File: src/rtl/dpram_xfer_ctrl.sv
// FILL / COPY / CHECK sequencer for a two-port synchronous RAM with 1-cycle registered reads.
// Port A only reads; port B is never pointed at port A's address while it writes.
module dpram_xfer_ctrl #(
   parameter int unsigned DATA_WIDTH = 2,
   parameter int unsigned ADDR_WIDTH = 4,
   localparam int unsigned ADDR_DEPTH = 1 << ADDR_WIDTH
) (
   input  logic                  clk,
   input  logic                  rst,
   input  logic                  start,
   input  logic [1:0]            mode,
   input  logic [ADDR_WIDTH-1:0] src_addr,
   input  logic [ADDR_WIDTH-1:0] dst_addr,
   input  logic [ADDR_WIDTH:0]   len,
   input  logic [DATA_WIDTH-1:0] pattern,
   output logic                  busy,
   output logic                  done,
   output logic                  err,
   output logic [ADDR_WIDTH:0]   mismatch_cnt,
   output logic                  we1,
   output logic                  oe1,
   output logic [ADDR_WIDTH-1:0] addra,
   output logic [DATA_WIDTH-1:0] din_a,
   input  logic [DATA_WIDTH-1:0] dout_a,
   output logic                  we2,
   output logic                  oe2,
   output logic [ADDR_WIDTH-1:0] addrb,
   output logic [DATA_WIDTH-1:0] din_b,
   input  logic [DATA_WIDTH-1:0] dout_b
);

   localparam logic [1:0] ModeFill = 2'b00;
   localparam logic [1:0] ModeCopy = 2'b01;
   localparam logic [1:0] ModeBad  = 2'b11;
   localparam logic [ADDR_WIDTH:0]   One     = 1;
   localparam logic [ADDR_WIDTH-1:0] AddrOne = 1;
   localparam logic [ADDR_WIDTH:0]   LenMax  = (ADDR_WIDTH + 1)'(ADDR_DEPTH);

   typedef enum logic [3:0] {
      StIdle, StFill, StCopyP, StCopyDrain, StCopyRd, StCopyWr, StChk, StChkDrain, StDone
   } state_e;

   state_e                state_q, state_d;
   logic [ADDR_WIDTH:0]   idx_q, idx_d, len_q, len_d, cnt_q;
   logic [ADDR_WIDTH-1:0] src_q, src_d, dst_q, dst_d;
   logic [DATA_WIDTH-1:0] pat_q, pat_d;
   logic                  cmd_err_q, cmd_err_d;
   logic                  last, cmp_valid;
   logic [ADDR_WIDTH-1:0] rd_addr, wr_addr;
   logic                  oe1_q, oe1_d, oe2_q, oe2_d, we2_q, we2_d, copy_wr_q, copy_wr_d;
   logic [ADDR_WIDTH-1:0] addra_q, addra_d, addrb_q, addrb_d;
   logic                  busy_q, busy_d, done_q, done_d, err_q, err_d;

   assign last      = (idx_q == len_q - One);
   assign cmp_valid = ((state_q == StChk) && (idx_q != '0)) || (state_q == StChkDrain);

   always_ff @(posedge clk or posedge rst) begin
      if (rst) begin
         state_q   <= StIdle;
         idx_q     <= '0;
         len_q     <= '0;
         src_q     <= '0;
         dst_q     <= '0;
         pat_q     <= '0;
         cmd_err_q <= 1'b0;
         cnt_q     <= '0;
         oe1_q     <= 1'b0;
         oe2_q     <= 1'b0;
         we2_q     <= 1'b0;
         copy_wr_q <= 1'b0;
         addra_q   <= '1;
         addrb_q   <= '0;
         busy_q    <= 1'b0;
         done_q    <= 1'b0;
         err_q     <= 1'b0;
      end else begin
         state_q   <= state_d;
         idx_q     <= idx_d;
         len_q     <= len_d;
         src_q     <= src_d;
         dst_q     <= dst_d;
         pat_q     <= pat_d;
         cmd_err_q <= cmd_err_d;
         oe1_q     <= oe1_d;
         oe2_q     <= oe2_d;
         we2_q     <= we2_d;
         copy_wr_q <= copy_wr_d;
         addra_q   <= addra_d;
         addrb_q   <= addrb_d;
         busy_q    <= busy_d;
         done_q    <= done_d;
         err_q     <= err_d;
         if ((state_q == StIdle) && start) begin
            cnt_q <= '0;
         end else if (cmp_valid && (dout_b != pat_q)) begin
            cnt_q <= cnt_q + One;
         end
      end
   end

   always_comb begin
      state_d   = state_q;
      idx_d     = idx_q;
      len_d     = len_q;
      src_d     = src_q;
      dst_d     = dst_q;
      pat_d     = pat_q;
      cmd_err_d = cmd_err_q;
      unique case (state_q)
         StIdle: begin
            if (start) begin
               len_d     = len;
               src_d     = src_addr;
               dst_d     = dst_addr;
               pat_d     = pattern;
               idx_d     = '0;
               cmd_err_d = (mode == ModeBad) || (len > LenMax);
               if (cmd_err_d || (len == '0)) begin
                  state_d = StDone;
               end else if (mode == ModeFill) begin
                  state_d = StFill;
               end else if (mode == ModeCopy) begin
                  // dst == src+1 would put the pipelined write on the read address every cycle
                  state_d = (dst_addr == src_addr + AddrOne) ? StCopyRd : StCopyP;
               end else begin
                  state_d = StChk;
               end
            end
         end
         StFill: begin
            if (last) state_d = StDone;
            else      idx_d   = idx_q + One;
         end
         StCopyP: begin
            if (last) state_d = StCopyDrain;
            else      idx_d   = idx_q + One;
         end
         StCopyDrain: state_d = StDone;
         StCopyRd:    state_d = StCopyWr;
         StCopyWr: begin
            if (last) begin
               state_d = StDone;
            end else begin
               state_d = StCopyRd;
               idx_d   = idx_q + One;
            end
         end
         StChk: begin
            if (last) state_d = StChkDrain;
            else      idx_d   = idx_q + One;
         end
         StChkDrain: state_d = StDone;
         StDone:     state_d = StIdle;
         default:    state_d = StIdle;
      endcase
   end

   // RAM-side outputs are computed from next-state values and registered.
   always_comb begin
      oe1_d     = 1'b0;
      oe2_d     = 1'b0;
      we2_d     = 1'b0;
      copy_wr_d = 1'b0;
      addra_d   = '0;
      addrb_d   = '0;
      rd_addr   = src_d + idx_d[ADDR_WIDTH-1:0];
      wr_addr   = dst_d + idx_d[ADDR_WIDTH-1:0];
      unique case (state_d)
         StFill: begin
            we2_d   = 1'b1;
            addrb_d = wr_addr;
         end
         StCopyP: begin
            oe1_d     = 1'b1;
            addra_d   = rd_addr;
            we2_d     = (idx_d != '0);
            copy_wr_d = we2_d;
            addrb_d   = wr_addr - AddrOne;
         end
         StCopyDrain, StCopyWr: begin
            we2_d     = 1'b1;
            copy_wr_d = 1'b1;
            addrb_d   = wr_addr;
         end
         StCopyRd: begin
            oe1_d   = 1'b1;
            addra_d = rd_addr;
            addrb_d = wr_addr;
         end
         StChk: begin
            oe2_d   = 1'b1;
            addrb_d = wr_addr;
         end
         default: ;
      endcase
      if (!oe1_d) addra_d = ~addrb_d;
      busy_d = (state_d != StIdle) && (state_d != StDone);
      done_d = (state_d == StDone);
      err_d  = done_d && cmd_err_d;
   end

   assign busy         = busy_q;
   assign done         = done_q;
   assign err          = err_q;
   assign mismatch_cnt = cnt_q;
   assign we1          = 1'b0;
   assign oe1          = oe1_q;
   assign addra        = addra_q;
   assign din_a        = '0;
   assign we2          = we2_q;
   assign oe2          = oe2_q;
   assign addrb        = addrb_q;
   // Copy data arrives from the RAM in the write cycle itself, so it bypasses the output register.
   assign din_b        = we2_q ? (copy_wr_q ? dout_a : pat_q) : '0;

endmodule

File: config.mk
export PLATFORM = sky130hd
export DESIGN_NAME = dpram_xfer_ctrl
export DESIGN_NICKNAME = d
export VERILOG_FILES = /design/src/rtl/dpram_xfer_ctrl.sv
export SDC_FILE = /design/constraint.sdc
export NUM_CORES = 1
export LEC_CHECK = 0
export CAP_MARGIN = 25
export CORE_MARGIN = 8
export CORE_UTILIZATION = 30
export CTS_CLUSTER_DIAMETER = 40
export DETAILED_ROUTE_END_ITERATION = 8
export GPL_ROUTABILITY_DRIVEN = 0
export PLACE_DENSITY = 0.62
export SETUP_SLACK_MARGIN = 0.3
export SKIP_LAST_GASP = 1
export SLEW_MARGIN = 5
export SYNTH_ARGS = -nofsm -noshare
export SYNTH_HDL_FRONTEND = slang
export SYNTH_SLANG_ARGS = --single-unit
File: constraint.sdc
create_clock -name clk -period 3.9 [get_ports clk]
set_input_delay 0.975 -clock clk [delete_from_list [all_inputs] [get_ports clk]]
set_output_delay 0.975 -clock clk [all_outputs]
set_load 0.005 [all_outputs]
==> out/qor.csv <==
stage,metric,value,unit
status,outcome,completed,
power_and_ir_drop,switching_share,41.44,%
worst_hold_path,hp-start,dst_q[0]$_DFF_PP0_,
yosys,synthTopCellsByCount,"nand2_1 (45), dfrtp_1 (41), inv_1 (19)",
cells_and_area,nFillCells,865,
floorplan,ios,48,
cts,cts_made_buffers,5,
power_and_ir_drop,p_clk_share,10.0,%
yosys,synthTopCellsByArea,"dfrtp_1 (38%), nand2_1 (6.3%), ha_1 (5.6%), xnor2_1 (4.9%), mux2i_1 (4.1%)",
worst_setup_path,crit_type,in2reg,
timing,tns,0,ns
timing,hold_violations,0,
timing,maxClockFrequency,298.9,MHz
timing,finalSetupViolations,0,
worst_setup_path,cp_data_required_time,4.12,ns
cts,clkTransAtPathRegs,0.09,ns
cells_and_area,seq_area,0.001131,sq mm
power_and_ir_drop,total_power,3.032,mW
cells_and_area,antennaDiodeCount,0,
timing,setup_ws,0.5547,ns
cts,cts.sinks,45,
floorplan,placementRows,34,
yosys,synth_cells,265,
timing,drv_slew,0,
timing,rsz0062_at_grt,no,
power_and_ir_drop,combPwrFrac,62.0,%
routing,wire_per_inst,14.57,um
grt,grt_pass1_wl,10.32,mm
routing,vias_per_cell,4.649,
floorplan,core_area,0.008721,sq mm
cts,clockBufferDepth,2,
cells_and_area,multiInputGateArea,0.001440,sq mm
power_and_ir_drop,seqPwrFrac,28.0,%
timing,relSlewSlack,62.61,%
yosys,syn_avg_cell_area,10.14,sq um
cts,cts_root_buf,clkbuf_8,
floorplan,start_util,30.80,%
yosys,synth_edf_count,0,
yosys,synth_area,0.002686,sq mm
worst_setup_path,crit_path_end_kind,register,
placement,dp_hpwl,4.784,mm
grt,grt_max_degree,28,
yosys,ys_ff_latch,45,
worst_setup_path,rrSetupSlack,0.59,ns
power_and_ir_drop,powerDensity,897.9,mW/mm^2
placement,port_buffers,44,
grt,gr-total-overflow,0,
routing,drt_iter0_drc,101,
routing,ant_nets,0,
placement,place_ws,0.1761,ns
flow_run,max-cap-violations,0,
cells_and_area,drive_above_1_share,12.03,%
grt,antenna_found_initial,0,
floorplan,fp.dieW,110.6,um
cts,cts_tree,done,
worst_setup_path,path_max_fanout,24,
yosys,synth_warnings,0,
routing,dr.pass1.iters,4,
yosys,yosysMostFrequentCell,nand2_1,
timing,fin_crit,3.345,ns
power_and_ir_drop,p_switching,1.257,mW
worst_setup_path,r2r-start,len_q[0]$_DFFE_PP0P_,
routing,vias,1971,
grt,grt_usage,10.18,%
power_and_ir_drop,leakage,1.529,nW
power_and_ir_drop,internal-power,1.776,mW
cells_and_area,nNetsFinal,353,
timing,tightest_slew,0.5565,ns
cts,htreeDepth,2,
cells_and_area,area_growth_syn_to_layout,25.71,%
floorplan,die-area,0.01224,sq mm
worst_hold_path,hp-class,reg2reg,
yosys,yosysTopAreaCellShare,38.19,%
yosys,yosysSeqAreaShare,42.11,%
yosys,ys_types,61,
power_and_ir_drop,ir_drop,472.5,uV
worst_setup_path,worst-endpoint-arrival,3.57,ns
routing,drc,0,
yosys,synthFlopType,dfrtp_1,
floorplan,die_height,110.6,um
timing,fin_skew,0.01226,ns
cts,cts_hold_buffers,0,
yosys,synth-async-reset-ratio,100.0,%
yosys,synth.largest_area_cell,dfrtp_1,
routing,wl,6.177,mm
worst_setup_path,crit_path_start,start,
cts,clk_latency,0.30,ns
grt,grt_pass1_vias,2056,
worst_setup_path,cp-start-kind,input port,
timing,period_share,85.78,%
repair_timing:
item | in CTS | in global routing
endpoints found under the setup margin | 0 | 4
buffers inserted | 0 | 1
resized for setup | 0 | 2
worst paths after layout:
kind                                                    end  depth (start not counted)
worst max-delay path                     addra[3]$_DFF_PP1_                         12
worst min-delay path                     dst_q[0]$_DFF_PP0_                          2
worst max register to register           addra[3]$_DFF_PP1_                         14
worst min register to register           dst_q[0]$_DFF_PP0_                          2
max in group asynchronous               cmd_err_q$_DFF_PP0_                          3
min in group asynchronous       mismatch_cnt[1]$_DFFE_PP0P_                          2
critical path, cell delays in order:
cell and delay (ns):
clkdlybuf4s50_1 0.47, and3_1 0.18, buf_4 0.28, nor2_1 0.08
o21ai_0 0.15, o21ai_0 0.13, ha_1 0.37, a21oi_2 0.16
xnor2_1 0.15, inv_1 0.09, a211o_1 0.27, a32o_1 0.25
cell usage in the layout, fill, tap and decap left out, types with 3 or more instances in the layout:
cell type,netlist,routed
clkdlybuf4s50_1,0,44
xnor2_1,15,15
nand4_1,4,4
dfrtp_1,41,41
ha_1,12,12
nor2_1,12,12
nor2b_1,6,6
inv_1,19,18
nand3_1,4,4
a21oi_1,6,5
nand2b_1,5,5
dfstp_2,4,4
clkbuf_8,0,6
nand2_1,45,45
xor2_1,8,8
buf_4,5,5
nor3_1,5,5
conb_1,1,3
o21ai_0,7,7
a31oi_1,3,3
mux2i_1,11,11
stage by stage:
step / utilization, % / hold WS [ns] / std cells / area [sq um]
2_1_floorplan: - / 0.4442 / 267 / 2694
3_3_place_gp: 37.14 / 0.4651 / 414 / 3239
3_5_place_dp: 37.14 / 0.4671 / 414 / 3239
4_1_cts: 38.22 / 0.4891 / 422 / 3333
5_1_grt: 38.72 / 0.5338 / 424 / 3377
6_report: 38.72 / 0.4834 / 424 / 3377
kinds of logic (layout without fill, tap and decap cells):
family	after synthesis	in the layout	share of synthesized area (%)
muxes	13	13	5.496
AOI/OAI and AO/OA	40	40	12.11
buffers and inverters	28	77	4.891
DFF	45	45	42.11
other	1	3	0.1396
xor gates and xnor gates	25	25	8.990
adders and majority gates	14	14	7.080
and+or+nand+nor	99	99	19.19
registers in the layout, summed over array words and instances (netlist names), 2 cells and up:
register,count
addra,4
pat_q,2
idx_q,5
mismatch_cnt,5
state_q,4
dst_q,4
addrb,4
len_q,5
src_q,4
area by class of cell:
class                   instances  share of cell area (%)
multi-input cells             194                   42.65
flip-flops and latches         45                   33.49
repair buffers                 50                   14.97
well taps                     108                   4.001
clock buffers                   7                   2.557
inverters                      19                   2.112
clock inverters                 1                  0.2223
power groups by stage:
stage	combinational [mW]	sequential, mW	clock (mW)
2_1_floorplan	1.41	0.810	0
6_report	1.88	0.848	0.304
3_5_place_dp	1.87	0.854	0
5_1_grt	2.12	0.876	0.331
4_1_cts	1.89	0.847	0.315
3_3_place_gp	1.84	0.849	0
layer usage:
layer | track usage, % | part of all wire, %
met5 | 0 | 0
met4 | 2.973 | 1.3
met3 | 2.597 | 3.7
met2 | 16.10 | 47
met1 | 13.29 | 48
No activity file was read; power rests on OpenSTA's default activity.
